File: src/rtl/jt49_cmdseq_pkg.sv
// jt49_cmdseq_pkg
//   Shared constants for the jt49 command sequencer: the command word width,
//   the two non-write opcodes, and the sequencer state encoding.
//   Every other opcode (0x0-0xD) is a register write to jt49 register = op.
package jt49_cmdseq_pkg;

    localparam int CMD_W = 12;  // {op[11:8], data[7:0]}

    localparam logic [3:0] OP_END  = 4'hE;
    localparam logic [3:0] OP_WAIT = 4'hF;

    typedef enum logic [1:0] {
        ST_IDLE  = 2'd0,
        ST_ISSUE = 2'd1,
        ST_WAIT  = 2'd2,
        ST_DONE  = 2'd3
    } state_t;

endpackage

File: src/rtl/jt49_cmdseq_fifo.sv
// jt49_cmdseq_fifo
//   Single-clock command FIFO, depth 2**AW, with a show-ahead head word.
//   Ports:
//     clk, rst_n      clock, asynchronous active-low reset
//     push, din       write din at the tail when not full
//     pop             drop the head word when not empty
//     flush           synchronous clear; wins over push and pop
//     dout            head word (valid while !empty)
//     full, level     registered, reflect post-cycle occupancy
//     empty           derived from the registered level
module jt49_cmdseq_fifo
    import jt49_cmdseq_pkg::*;
#(
    parameter int AW = 4
) (
    input  logic             clk,
    input  logic             rst_n,
    input  logic             push,
    input  logic [CMD_W-1:0] din,
    input  logic             pop,
    input  logic             flush,
    output logic [CMD_W-1:0] dout,
    output logic             full,
    output logic             empty,
    output logic [AW:0]      level
);

    localparam int DEPTH = 2 ** AW;

    logic [CMD_W-1:0] mem [DEPTH];
    logic [AW-1:0]    wr_ptr;
    logic [AW-1:0]    rd_ptr;
    logic             wr_en;
    logic             rd_en;
    logic [AW:0]      level_nxt;

    assign wr_en = push && !full && !flush;
    assign rd_en = pop && !empty && !flush;
    assign empty = (level == '0);
    assign dout  = mem[rd_ptr];

    always_comb begin
        level_nxt = level;
        if (wr_en && !rd_en) level_nxt = level + (AW+1)'(1);
        if (rd_en && !wr_en) level_nxt = level - (AW+1)'(1);
    end

    // Storage carries no reset; only the pointers and level define contents.
    always_ff @(posedge clk) begin
        if (wr_en) mem[wr_ptr] <= din;
    end

    always_ff @(posedge clk or negedge rst_n) begin
        if (!rst_n) begin
            wr_ptr <= '0;
            rd_ptr <= '0;
            level  <= '0;
            full   <= 1'b0;
        end else if (flush) begin
            wr_ptr <= '0;
            rd_ptr <= '0;
            level  <= '0;
            full   <= 1'b0;
        end else begin
            if (wr_en) wr_ptr <= wr_ptr + AW'(1);
            if (rd_en) rd_ptr <= rd_ptr + AW'(1);
            level <= level_nxt;
            full  <= (level_nxt == (AW+1)'(DEPTH));
        end
    end

endmodule

File: src/rtl/jt49_cmdseq.sv
// jt49_cmdseq
//   Register-write sequencer feeding the jt49 write port. The host queues
//   12-bit commands {op,data}; they are replayed on cen ticks:
//     op 0x0-0xD  write data to jt49 register op (one-clk wr_n/cs_n pulse)
//     op 0xF      wait (data << WAIT_SHIFT) + 1 cen ticks
//     op 0xE      stop; stays in DONE until flush or reset
//   Ports:
//     clk, rst_n, cen       clock, async active-low reset, PSG clock enable
//     push, cmd, flush      host side: queue a word / clear everything
//     full, level, ovf      FIFO status; ovf is sticky on a dropped push
//     busy, done            sequencer status
//     addr, dout, wr_n, cs_n jt49 write port
//     wrcnt                 write pulse counter (only with JT49_CMDSEQ_WRCNT_EN)
//   Build option: define JT49_CMDSEQ_WRCNT_EN to add the wrcnt output.
module jt49_cmdseq
    import jt49_cmdseq_pkg::*;
#(
    parameter int AW         = 4,
    parameter int WAIT_SHIFT = 8,
    parameter int CW         = 16
) (
    input  logic             clk,
    input  logic             rst_n,
    input  logic             cen,
    input  logic             push,
    input  logic [CMD_W-1:0] cmd,
    input  logic             flush,
    output logic             full,
    output logic [AW:0]      level,
    output logic             ovf,
    output logic             busy,
    output logic             done,
    output logic [3:0]       addr,
    output logic [7:0]       dout,
    output logic             wr_n,
    output logic             cs_n
`ifdef JT49_CMDSEQ_WRCNT_EN
    ,
    output logic [15:0]      wrcnt
`endif
);

    state_t           state;
    state_t           state_nxt;
    logic             pop_en;
    logic             empty;
    logic [CMD_W-1:0] head;
    logic [3:0]       head_op;
    logic [7:0]       head_data;
    logic [CW-1:0]    cnt;

    assign head_op   = head[11:8];
    assign head_data = head[7:0];

    jt49_cmdseq_fifo #(.AW(AW)) u_fifo (
        .clk   (clk),
        .rst_n (rst_n),
        .push  (push),
        .din   (cmd),
        .pop   (pop_en),
        .flush (flush),
        .dout  (head),
        .full  (full),
        .empty (empty),
        .level (level)
    );

    always_comb begin
        state_nxt = state;
        pop_en    = 1'b0;
        if (flush) begin
            state_nxt = ST_IDLE;
        end else begin
            unique case (state)
                ST_IDLE: begin
                    if (cen && !empty) begin
                        pop_en = 1'b1;
                        if (head_op == OP_END)       state_nxt = ST_DONE;
                        else if (head_op == OP_WAIT) state_nxt = ST_WAIT;
                        else                         state_nxt = ST_ISSUE;
                    end
                end
                // The write pulse lasts one clk regardless of cen.
                ST_ISSUE: state_nxt = ST_IDLE;
                ST_WAIT: begin
                    if (cen && cnt == '0) state_nxt = ST_IDLE;
                end
                ST_DONE: state_nxt = ST_DONE;
                default: state_nxt = ST_IDLE;
            endcase
        end
    end

    always_ff @(posedge clk or negedge rst_n) begin
        if (!rst_n) begin
            state <= ST_IDLE;
            cnt   <= '0;
            ovf   <= 1'b0;
            addr  <= '0;
            dout  <= '0;
        end else begin
            state <= state_nxt;
            if (flush) begin
                cnt <= '0;
                ovf <= 1'b0;
            end else begin
                // Judged on the registered full flag, so a same-cycle pop
                // does not rescue the word.
                if (push && full) ovf <= 1'b1;
                if (pop_en && head_op == OP_WAIT)
                    cnt <= CW'(head_data) << WAIT_SHIFT;
                else if (state == ST_WAIT && cen && cnt != '0)
                    cnt <= cnt - CW'(1);
                if (pop_en && head_op != OP_WAIT && head_op != OP_END) begin
                    addr <= head_op;
                    dout <= head_data;
                end
            end
        end
    end

    // Strobes decode straight from the state register, so an asynchronous
    // reset cuts a pulse short immediately.
    assign wr_n = (state != ST_ISSUE);
    assign cs_n = (state != ST_ISSUE);
    assign done = (state == ST_DONE);
    assign busy = (state != ST_IDLE) || !empty;

`ifdef JT49_CMDSEQ_WRCNT_EN
    always_ff @(posedge clk or negedge rst_n) begin
        if (!rst_n)                wrcnt <= '0;
        else if (flush)            wrcnt <= '0;
        else if (state == ST_ISSUE) wrcnt <= wrcnt + 16'd1;
    end
`endif

endmodule

File: config.mk
export PLATFORM = sky130hd
export DESIGN_NAME = jt49_cmdseq
export DESIGN_NICKNAME = d
export VERILOG_FILES = /design/src/rtl/jt49_cmdseq_pkg.sv /design/src/rtl/jt49_cmdseq_fifo.sv /design/src/rtl/jt49_cmdseq.sv
export SDC_FILE = /design/constraint.sdc
export NUM_CORES = 1
export LEC_CHECK = 0
export ABC_CLOCK_PERIOD_IN_PS = 4000
export CAP_MARGIN = 5
export CORE_ASPECT_RATIO = 1.75
export CORE_MARGIN = 2
export CORE_UTILIZATION = 55
export DETAILED_ROUTE_END_ITERATION = 8
export GPL_TIMING_DRIVEN = 1
export PLACE_DENSITY = 0.84
export SYNTH_ARGS = -nofsm -noshare
export SYNTH_HDL_FRONTEND = slang
export SYNTH_HIERARCHICAL = 1
export SYNTH_SLANG_ARGS = --single-unit
File: constraint.sdc
create_clock -name clk -period 4 [get_ports clk]
set_input_delay 0.8 -clock clk [delete_from_list [all_inputs] [get_ports clk]]
set_output_delay 0.8 -clock clk [all_outputs]
set_load 0.005 [all_outputs]
# --- After elaboration in Yosys (flattened, before gate mapping) ---
# Memories as Yosys holds them, arrays and structs flattened.
# Index checks and enable logic that the tools add are counted.
totals:
  regBits: 45
  mem_bits_rw: 192
  out_inout_bits: 23
  memories: 1
classes:
  add_sub_neg: 5
  n_eq_ne: 11
  mux: 24
  bitwise: 1
  n_reduce_logical: 31
mem_list:
  columns: ["memory", "depth", "width", "rd", "rd_ports_with_merged_regs", "write_ports", "line_no", "text"]
  rows:
  - ["u_fifo.mem", 16, 12, 1, 0, 1, "jt49_cmdseq_fifo.sv:30", "logic [CMD_W-1:0] mem [DEPTH];"]
ops:
  columns: ["operator", "n"]
  rows:
  - ["16-bit 2-to-1 mux", 3]
  - ["16-bit zero test", 1]
  - ["4-bit 2-to-1 mux", 4]
  - ["16-bit nonzero test", 1]
  - ["16-bit by 1-bit subtractor with 16-bit output, second input constant", 1]
  - ["5-bit 2-to-1 mux", 3]
  - ["1-bit logical AND", 14]
  - ["2-bit 2-to-1 mux", 5]
  - ["4-bit by 1-bit adder with 4-bit output, second input constant", 2]
  - ["4-bit equality test, second input constant", 2]
  - ["1-bit 2-to-1 mux", 8]
  - ["4-bit inequality test, second input constant", 2]
  - ["2-bit case mux with 4 select lines", 1]
  - ["2-bit nonzero test", 4]
  - ["3-bit inequality test, second input constant", 2]
  - ["5-bit by 1-bit adder with 5-bit output, second input constant", 1]
  - ["5-bit equality test, second input constant", 1]
  - ["1-bit zero test", 5]
  - ["5-bit zero test", 1]
  - ["5-bit by 1-bit subtractor with 5-bit output, second input constant", 1]
  - ["2-bit equality test, second input constant", 2]
  - ["2-bit AND reduction", 2]
  - ["3-bit nonzero test", 1]
  - ["2-bit by 1-bit equality test with 1-bit output, second input constant", 1]
  - ["other kinds (4)", 4]

# --- Logic depth before layout (Yosys ltp) ---
# Gate-level depths: netlist of run 1.
depth:
  depth_word: 14
  depth_mapped: 13
  ltp_nobuf: 12

# --- By module ---
# Netlist of run 1, hierarchy kept.
modules_own_cells:
  columns: ["module", "n_inst", "cells_each", "area_each_um2", "seq_area_each_um2"]
  rows:
  - ["jt49_cmdseq_fifo", 1, 456, 8486.9, 6115.9]
  - ["jt49_cmdseq", 1, 157, 1634.1, 775.7]

# --- Least setup slack after synthesis of run 1 ---
# Ideal clock, no wire load.
synth_timing:
  path_type: "reg2reg"
  startpoint: "register u_fifo.rd_ptr[0]"
  endpoint: "register addr[0]"
  t_arrival_ns: 2.733
  required_time_ns: 3.875
  setup_slack_ns: 1.142
  path_stages_with_launch: 8
  period_less_slack_ns: 2.858
  cell_sequence: "dfrtp_1 -> buf_6 -> buf_2 -> mux4_2 -> a221o_1 -> a311oi_1 -> nand2_1 -> mux2_2"
synth_via:
  elab_chain_cells: 5
synth_rtl:
  columns: ["item", "line_no", "text"]
  rows:
  - ["start, declared", "jt49_cmdseq_fifo.sv:32", "logic [AW-1:0] rd_ptr;"]
  - ["start signal, assigned", "jt49_cmdseq_fifo.sv:66", "if (rd_en) rd_ptr <= rd_ptr + AW'(1);"]
  - ["memory read 16 x 12 bit (*)", null, null]
  - ["via head[11]", "jt49_cmdseq.sv:47", "logic [CMD_W-1:0] head;"]
  - ["4-bit inequality test", "jt49_cmdseq.sv:114", "if (pop_en && head_op != OP_WAIT && head_op != OP_END) begin"]
  - ["1-bit logical AND", "jt49_cmdseq.sv:114", null]
  - ["1-bit logical AND (*)", "jt49_cmdseq.sv:114", null]
  - ["2-bit AND reduction (no source line) (*)", null, null]
  - ["end signal, assigned", "jt49_cmdseq.sv:115", "addr <= head_op;"]
  - ["end, declared", "jt49_cmdseq.sv:33", "output logic [3:0] addr,"]
# The timed path passes the listed nets; every way through them passes the cells marked *.
# A chain may end at the register's enable or synchronous reset.

# --- Final worst setup path of run 1 ---
layout_timing:
  startpoint: "register u_fifo.rd_ptr[0]"
  endpoint: "register dout[7]"
layout_via:
  elab_chain_cells: 5
layout_rtl:
  columns: ["item", "line_no", "text"]
  rows:
  - ["memory read 16 x 12 bit (*)", null, null]
  - ["via head[11]", "jt49_cmdseq.sv:47", null]
  - ["4-bit inequality test", "jt49_cmdseq.sv:114", null]
  - ["1-bit logical AND", "jt49_cmdseq.sv:114", null]
  - ["1-bit logical AND (*)", "jt49_cmdseq.sv:114", null]
  - ["2-bit AND reduction (no source line) (*)", null, null]
  - ["end signal, assigned", "jt49_cmdseq.sv:116", "dout <= head_data;"]
  - ["end, declared", "jt49_cmdseq.sv:34", "output logic [7:0] dout,"]
# Marks and branches as above.

==> results of run 1 <==
-- area by class of cell --
| type | instances | area [sq um] |
|---|---|---|
| Sequential cell | 237 | 6900 |
| Fill cell | 1244 | 6680 |
| Timing Repair Buffer | 53 | 490 |
| Inverter | 12 | 50.0 |
| Clock inverter | 12 | 111 |
| Tap cell | 234 | 293 |
| Multi-Input combinational cell | 335 | 3000 |
| Clock buffer | 24 | 537 |
-- layout by cell type, fill, tap and decap left out, types with 3 or more instances in the layout --
cell type,netlist,routed
edfxtp_1,192,192
nor2_1,52,52
dfrtp_1,45,44
clkdlybuf4s50_1,0,38
mux4_2,36,36
nand2_1,27,27
clkbuf_16,0,21
and2_1,15,15
buf_4,2,14
xor2_1,13,13
mux2_2,12,12
mux2_1,12,12
nor2b_1,12,12
inv_1,11,11
a21oi_1,11,11
nand4_1,10,10
mux2_4,10,10
o22ai_1,10,10
a21o_1,10,10
a221o_1,10,10
ha_1,9,9
nand2b_1,6,6
nor3_1,8,6
o211ai_1,6,6
o21ai_1,6,6
xnor2_1,6,6
clkinv_1,0,5
a211oi_1,4,4
a311oi_1,3,3
nand3b_1,3,3
nand3_1,3,3
clkbuf_1,11,3
-- power by group through the flow --
stage                     sequential, mW  combinational, mW  clock [mW]
after global placement              2.87              0.458           0
after floorplan                     2.85              0.242           0
final                               2.82              0.475        1.93
after detailed placement            2.88              0.477           0
after global routing                2.83              0.519        2.05
after CTS                           2.82              0.480        1.96
-- worst max path at each step --
stage                           startpoint       to  slack (ps)
after detailed placement  u_fifo/rd_ptr[0]  dout[7]         650
after global placement    u_fifo/rd_ptr[0]  dout[7]         780
final                     u_fifo/rd_ptr[0]  dout[7]         630
after CTS                 u_fifo/rd_ptr[0]  dout[7]         620
after global routing      u_fifo/rd_ptr[0]  dout[6]         350
after floorplan           u_fifo/rd_ptr[0]  addr[0]        1140
-- flip-flops by register name, summed over array words and instances (netlist names), 2 cells and up --
signal         count
cnt               16
u_fifo/rd_ptr      4
dout               8
u_fifo/wr_ptr      4
u_fifo/mem       192
addr               4
state              2
u_fifo/level       5
-- through the flow --
stage | std cells | total power [mW] | hold slack [ps] | cell area (sq um)
floorplan | 613 | 3.09 | 486 | 10100
global route | 907 | 5.40 | 528 | 11400
global placement | 871 | 3.33 | 480 | 10700
detailed placement | 871 | 3.35 | 481 | 10700
finish | 907 | 5.23 | 461 | 11400
CTS | 907 | 5.26 | 491 | 11400
-- routing by layer --
layer  vias up  track usage  share of wire
li1       2471            -              -
met1      2896        0.272           0.35
met2       310        0.423           0.55
met3        55       0.0323          0.072
met4         0       0.0971          0.034
met5         -            0              0
-- kinds of logic (layout without fill, tap and decap cells) --
logic type | Yosys count | in the layout | synth area share
fa+ha+maj | 9 | 9 | 0.0111
xor+xnor | 19 | 19 | 0.0164
mux | 71 | 71 | 0.123
flops | 237 | 237 | 0.681
compound gates | 81 | 81 | 0.0622
buf+inv | 41 | 101 | 0.0236
simple gates | 155 | 155 | 0.0831
-- Yosys cell counts (8+ instances only) --
| cell type | number |
|---|---|
| a21oi_1 | 11 |
| clkbuf_1 | 11 |
| mux2_2 | 12 |
| xor2_1 | 13 |
| edfxtp_1 | 192 |
| nor3_1 | 8 |
| nor2b_1 | 12 |
| nor2_1 | 52 |
| mux4_2 | 36 |
| mux2_4 | 10 |
| ha_1 | 9 |
| o22ai_1 | 10 |
| dfrtp_1 | 45 |
| a221o_1 | 10 |
| mux2_1 | 12 |
| a21o_1 | 10 |
| nand2_1 | 27 |
| inv_1 | 11 |
| and2_1 | 15 |
| nand4_1 | 10 |
==> qor.json, run 1 <==
{
  "outcome": {
    "outcome": "finished clean"
  },
  "power_and_ir_drop": {
    "max-vdd-ir-drop_mv": 0.289,
    "power.sequential.fraction": 0.540,
    "power.share.clock": 0.370,
    "power.leakage_nw": 3.83,
    "share_comb_of_total_power": 0.091,
    "power_switching_mw": 1.12,
    "p_int_mw": 4.11,
    "cellPowerDensity_nw_per_um2": 460,
    "sw_frac_of_total": 0.214
  },
  "synth": {
    "synth-seq-area-share": 0.681,
    "synth.avg_cell_area_sq_um": 16.5,
    "number_of_flip_flops_and_latches_in_the_synthesized_netlist": 237,
    "yosysTopAreaCellShare": 0.570,
    "synth-edff-count": 192,
    "post-synth-top-area-cell": "edfxtp_1",
    "async_reset_ff_frac": 0.190,
    "synth.top_cells.by_area": "edfxtp_1 57%, dfrtp_1 11%, mux4_2 8.0%",
    "synth_cell_types": 65,
    "synthesis.instances": 613,
    "synth_area_sq_um": 10100,
    "main_synth_ff_type": "edfxtp_1",
    "syn-num-nets": 639,
    "synth-warning-count": 6
  },
  "cts": {
    "cts_made_buffers": 20,
    "post_cts.repair.setup_buffers": 0,
    "worstSkewPairLatency_ps": 510,
    "clk_tree_root_cell": "clkbuf_16",
    "quantity_of_hold_fixing_buffers_added_after_cts": 0,
    "max_root_sink_buffers": 3,
    "number_of_gates_given_a_new_drive_strength_after_cts": 0,
    "numClockSinks": 237,
    "worst_path_clk_slew_ps": 70,
    "cts_tree": "built",
    "cts_htree_levels": 1
  },
  "die": {
    "floorplan.die.height_microns": 183,
    "fp.dieW_microns": 107,
    "initial_utilization": 0.561,
    "core_area_sq_um": 18100,
    "design.portCount": 40,
    "die_area_sq_um": 19500,
    "row_count": 65
  },
  "grt": {
    "grt_antenna_before_repair": 0,
    "grt_pass1_wl_microns": 33900,
    "globalRouteOverflowTotal": 0,
    "first_global_vias": 5823,
    "globalRouteTotalUtil": 0.232,
    "maximum_number_of_pins_on_one_net_before_global_route_repair": 46
  },
  "timing": {
    "final_setup_vio_count": 0,
    "period_needed_ps": 3370,
    "worst_slew_pin_slew_ps": 996,
    "hold_violations": 0,
    "rsz_0062_raised_after_global_routing": "no",
    "final.setup.tns_ps": 0,
    "finalMaxSlewViolations": 0,
    "fin_skew_ps": 20.2,
    "maximum_clock_frequency_ghz": 0.296,
    "fin_crit_sh": 0.843,
    "layout_setup_ws_ps": 626,
    "worst_rel_slew_slack": 0.336
  },
  "critical_path": {
    "biggest_cell_delay_along_the_critical_path_ps": 800,
    "regToRegSetupSlack_ps": 630,
    "critical_path.max_fanout": 32,
    "worstSetupPathDepth": 8,
    "data_required_time_of_the_critical_path_ps": 4370,
    "timing.critical_path.cells": "mux2_1 -> o22ai_1 -> nor2_1 -> a21o_1 -> a221o_1 -> a311oi_1 -> nand2_1 -> mux2_2",
    "critPathBufInv": 0,
    "critical-path-top-delay-family": "compound AO/OA/AOI/OAI gates",
    "crit-reg2reg-capture": "dout[7]",
    "timing.reg2reg.worst_path_depth": 8,
    "worstSetupEndpointType": "flip-flop",
    "regToRegStartpoint": "u_fifo/rd_ptr[0]",
    "timing.critical_path.slowest_stage_cell": "dfrtp_4",
    "worstSetupStartpointType": "flip-flop",
    "type_of_the_worst_setup_path": "flip-flop to flip-flop",
    "worst-endpoint-arrival_ps": 3750
  },
  "final_layout": {
    "post-route-util": 0.630,
    "layout_cell_share_with_drive_strength_beyond_1": 0.181,
    "design.final.nets": 685,
    "areaGrowthSynthToFinish_pct": 12.4,
    "n_antenna_cell": 0
  },
  "route": {
    "dr_total_vias": 5732,
    "drt-total-wl_microns": 21900,
    "first_pass_iters": 5,
    "post-route-drc-count": 0,
    "final_antenna_net_count": 0,
    "detail_route.vias_per_cell": 6.32,
    "wl_per_cell_microns": 24.1,
    "drt_first_iter_violations": 545
  },
  "placed_design": {
    "gp_routability_congestion": 0.921,
    "post-dp-hpwl_microns": 14400,
    "place_ws_ps": 651,
    "buffer_ports.inserted": 39
  },
  "run": {
    "cap_violations": 0
  },
  "min_path": {
    "hold_class": "primary input to asynchronous set/reset pin"
  }
}
(Power assumes the default switching activity.)
==> inputs of run 2 (changes only) <==
--- a/config.mk
+++ b/config.mk
@@ -5,7 +5,7 @@
 export SDC_FILE = /design/constraint.sdc
 export NUM_CORES = 1
 export LEC_CHECK = 0
-export ABC_CLOCK_PERIOD_IN_PS = 4000
+export ABC_CLOCK_PERIOD_IN_PS = 3200
 export CAP_MARGIN = 5
 export CORE_ASPECT_RATIO = 1.75
 export CORE_MARGIN = 2
==> constraint.sdc (replaced) <==
create_clock -name clk -period 3.2 [get_ports clk]
set_input_delay 0.64 -clock clk [delete_from_list [all_inputs] [get_ports clk]]
set_output_delay 0.64 -clock clk [all_outputs]
set_load 0.005 [all_outputs]
==> run 2 against run 1 <==
Flip-flop and latch count unchanged. Clock power increased by 37%. Sequential power is 25% higher. Critical endpoint is now busy. Largest cell class unchanged.
==> qor.json, run 2 (same netlist as run 1, synthesis figures left out) <==
{
  "timing": {
    "layout_setup_ws": {"value": 127, "unit": "ps", "change": "-499 ps"},
    "final.setup.tns": {"value": 0, "unit": "ps", "change": "unchanged"},
    "final_setup_vio_count": {"value": 0, "change": "unchanged"},
    "maximum_clock_frequency_ghz": 0.325,
    "worst_slew_pin_slew": {"value": 1000, "unit": "ps", "change": "+6.49 ps"},
    "rsz_0062_raised_after_global_routing": "no",
    "whs": {"value": 309, "unit": "ps", "change": "-151 ps"},
    "hold_violations": {"value": 0, "change": "unchanged"},
    "fin_crit_sh": 0.960,
    "period_needed_ps": 3070,
    "fin_skew": {"value": 20.8, "unit": "ps", "change": "+0.523 ps"},
    "worst_rel_slew_slack": {"value": 0.332, "change": "-0.00433"},
    "finalMaxSlewViolations": {"value": 0, "change": "unchanged"}
  },
  "final_layout": {
    "largest_registers": "u_fifo/mem: 192 flops, cnt: 16 flops, dout: 8 flops",
    "most-common-layout-cells": "192 x edfxtp_1, 52 x nor2_1, 44 x dfrtp_1",
    "top_register": "u_fifo/mem",
    "n_antenna_cell": {"value": 0, "change": "unchanged"},
    "areaGrowthSynthToFinish_pct": 14.8,
    "number_of_flip_flops_in_the_largest_register": {"value": 192, "change": "unchanged"},
    "seq_area": {"value": 6900, "unit": "sq um", "change": "unchanged"},
    "area_taken_by_multi_input_logic_gates": {"value": 3000, "unit": "sq um", "change": "about the same"},
    "layout_cell_share_with_drive_strength_beyond_1": {"value": 0.216, "change": "+0.0349"},
    "fillCellCount": {"value": 1211, "change": "-2.7%"},
    "layout_commonest_cell": "edfxtp_1",
    "post_layout_nonfiller_instances": {"value": 928, "change": "+2.3%"},
    "design.final.nets": {"value": 705, "change": "+2.9%"}
  },
  "grt": {
    "grt_antenna_before_repair": {"value": 0, "change": "unchanged"},
    "grt_pass1_wl": {"value": 35500, "unit": "microns", "change": "+5.0%"},
    "maximum_number_of_pins_on_one_net_before_global_route_repair": {"value": 46, "change": "unchanged"},
    "globalRouteOverflowTotal": {"value": 0, "change": "unchanged"},
    "first_global_vias": {"value": 6039, "change": "+3.7%"},
    "globalRouteTotalUtil": {"value": 0.241, "change": "+0.00996"}
  },
  "placed_design": {
    "buffer_ports.inserted": {"value": 39, "change": "unchanged"},
    "dpl.cell_count": {"value": 889, "change": "+2.1%"},
    "place_ws": {"value": 114, "unit": "ps", "change": "-537 ps"},
    "post-dp-hpwl": {"value": 14500, "unit": "microns", "change": "+0.91%"},
    "gp_routability_congestion": {"value": 0.902, "change": "-2.0%"}
  },
  "route": {
    "drt_first_iter_violations": {"value": 613, "change": "+12%"},
    "drt-total-wl": {"value": 22800, "unit": "microns", "change": "+4.1%"},
    "wl_met1": {"value": 8230, "unit": "microns", "change": "+8.7%"},
    "wl_per_cell": {"value": 24.5, "unit": "microns", "change": "+1.8%"},
    "first_pass_iters": {"value": 7, "change": "+2"},
    "met3WireLength": {"value": 1300, "unit": "microns", "change": "-17%"},
    "final_antenna_net_count": {"value": 0, "change": "unchanged"},
    "dr_total_vias": {"value": 5839, "change": "+1.9%"},
    "detail_route.vias_per_cell": {"value": 6.29, "change": "-0.44%"},
    "route.met2.wl": {"value": 12300, "unit": "microns", "change": "+2.7%"},
    "post-route-drc-count": {"value": 0, "change": "unchanged"},
    "route.top_layer_used": "met4"
  },
  "critical_path": {
    "data_required_time_of_the_critical_path": {"value": 2560, "unit": "ps", "change": "-1810 ps"},
    "worst-endpoint-arrival": {"value": 2430, "unit": "ps", "change": "-1320 ps"},
    "timing.reg2reg.worst_path_depth": {"value": 7, "change": "-1"},
    "type_of_the_worst_setup_path": "flip-flop to primary output",
    "worstSetupStartpointType": "flip-flop",
    "regToRegStartpoint": "u_fifo/rd_ptr[0]",
    "crit_path_start": "u_fifo/level[0]",
    "worstSetupEndpointType": "primary output",
    "regToRegSetupSlack": {"value": 220, "unit": "ps", "change": "-410 ps"},
    "critical_path.max_fanout": {"value": 6, "change": "-81%"},
    "crit-reg2reg-capture": "dout[4]"
  },
  "die": {
    "fp.dieW": {"value": 107, "unit": "microns", "change": "unchanged"},
    "row_count": {"value": 65, "change": "unchanged"},
    "initial_utilization": {"value": 0.561, "change": "unchanged"},
    "design.portCount": {"value": 40, "change": "unchanged"},
    "core_area": {"value": 18100, "unit": "sq um", "change": "unchanged"},
    "floorplan.die.height": {"value": 183, "unit": "microns", "change": "unchanged"},
    "die_area": {"value": 19500, "unit": "sq um", "change": "unchanged"}
  },
  "min_path": {
    "hold_class": "primary input to asynchronous set/reset pin"
  },
  "cts": {
    "cts_tree": "built",
    "clk_tree_root_cell": "clkbuf_16",
    "worstSkewPairLatency": {"value": 500, "unit": "ps", "change": "about the same"},
    "max_root_sink_buffers": {"value": 3, "change": "unchanged"},
    "worst_path_clk_slew": {"value": 70, "unit": "ps", "change": "about the same"},
    "cts_made_buffers": {"value": 21, "change": "+5.0%"},
    "cts_htree_levels": {"value": 1, "change": "unchanged"},
    "numClockSinks": {"value": 237, "change": "unchanged"},
    "quantity_of_hold_fixing_buffers_added_after_cts": {"value": 0, "change": "unchanged"}
  },
  "outcome": {
    "outcome": "finished clean"
  },
  "run": {
    "cap_violations": {"value": 0, "change": "unchanged"}
  },
  "power_and_ir_drop": {
    "cellPowerDensity": {"value": 584, "unit": "nW/um^2", "change": "+27%"},
    "post-layout-total-power": {"value": 6.79, "unit": "mW", "change": "+30%"},
    "max-vdd-ir-drop": {"value": 0.394, "unit": "mV", "change": "+36%"},
    "power.leakage": {"value": 3.96, "unit": "nW", "change": "+3.3%"}
  }
}
[run 2: layer usage]
metal | up-vias | track usage
met5 | - | 0
met4 | 0 | 0.0914
met3 | 58 | 0.0330
met2 | 266 | 0.439
met1 | 2995 | 0.291
li1 | 2520 | -
[run 2: report_power, final]
| part | internal [mW] | switching, mW |
|---|---|---|
| Sequential | 3.44 | 0.0821 |
| Clock | 1.55 | 1.10 |
| Combinational | 0.343 | 0.275 |
[run 2: worst max path at each step]
stage | to | cells past startpoint
global placement | cnt[14] | 10
finish | busy | 6
CTS | cnt[14] | 10
detailed placement | cnt[14] | 10
floorplan | addr[0] | 7
global route | dout[4] | 7
[run 2: cell type report]
| cell class | count | share of cell area |
|---|---|---|
| multi-input combinational | 335 | 0.258 |
| clock buffer | 23 | 0.0459 |
| tap | 234 | 0.0252 |
| clock inverter | 15 | 0.0175 |
| timing repair buffer | 72 | 0.0554 |
| inverter | 12 | 0.00431 |
| sequential | 237 | 0.593 |
[run 2: timing repair]
item                                    in CTS  in global routing
buffers inserted                             0                  1
endpoints found under the setup margin       0                 27
resized for setup                            0                  3
[run 2: critical path, cell delays in order, from the launching register on]
cell and delay, ps:
dfrtp_1 450, inv_1 150, ha_1 210, or4b_4 530, clkinv_4 100, nand2_1 60
clkdlybuf4s50_1 440
[run 2: per-stage QoR]
stage	utilization	instance area, sq um
2_1_floorplan	-	10100
3_3_place_gp	0.602	10900
3_5_place_dp	0.602	10900
4_1_cts	0.643	11600
5_1_grt	0.644	11600
6_report	0.644	11600
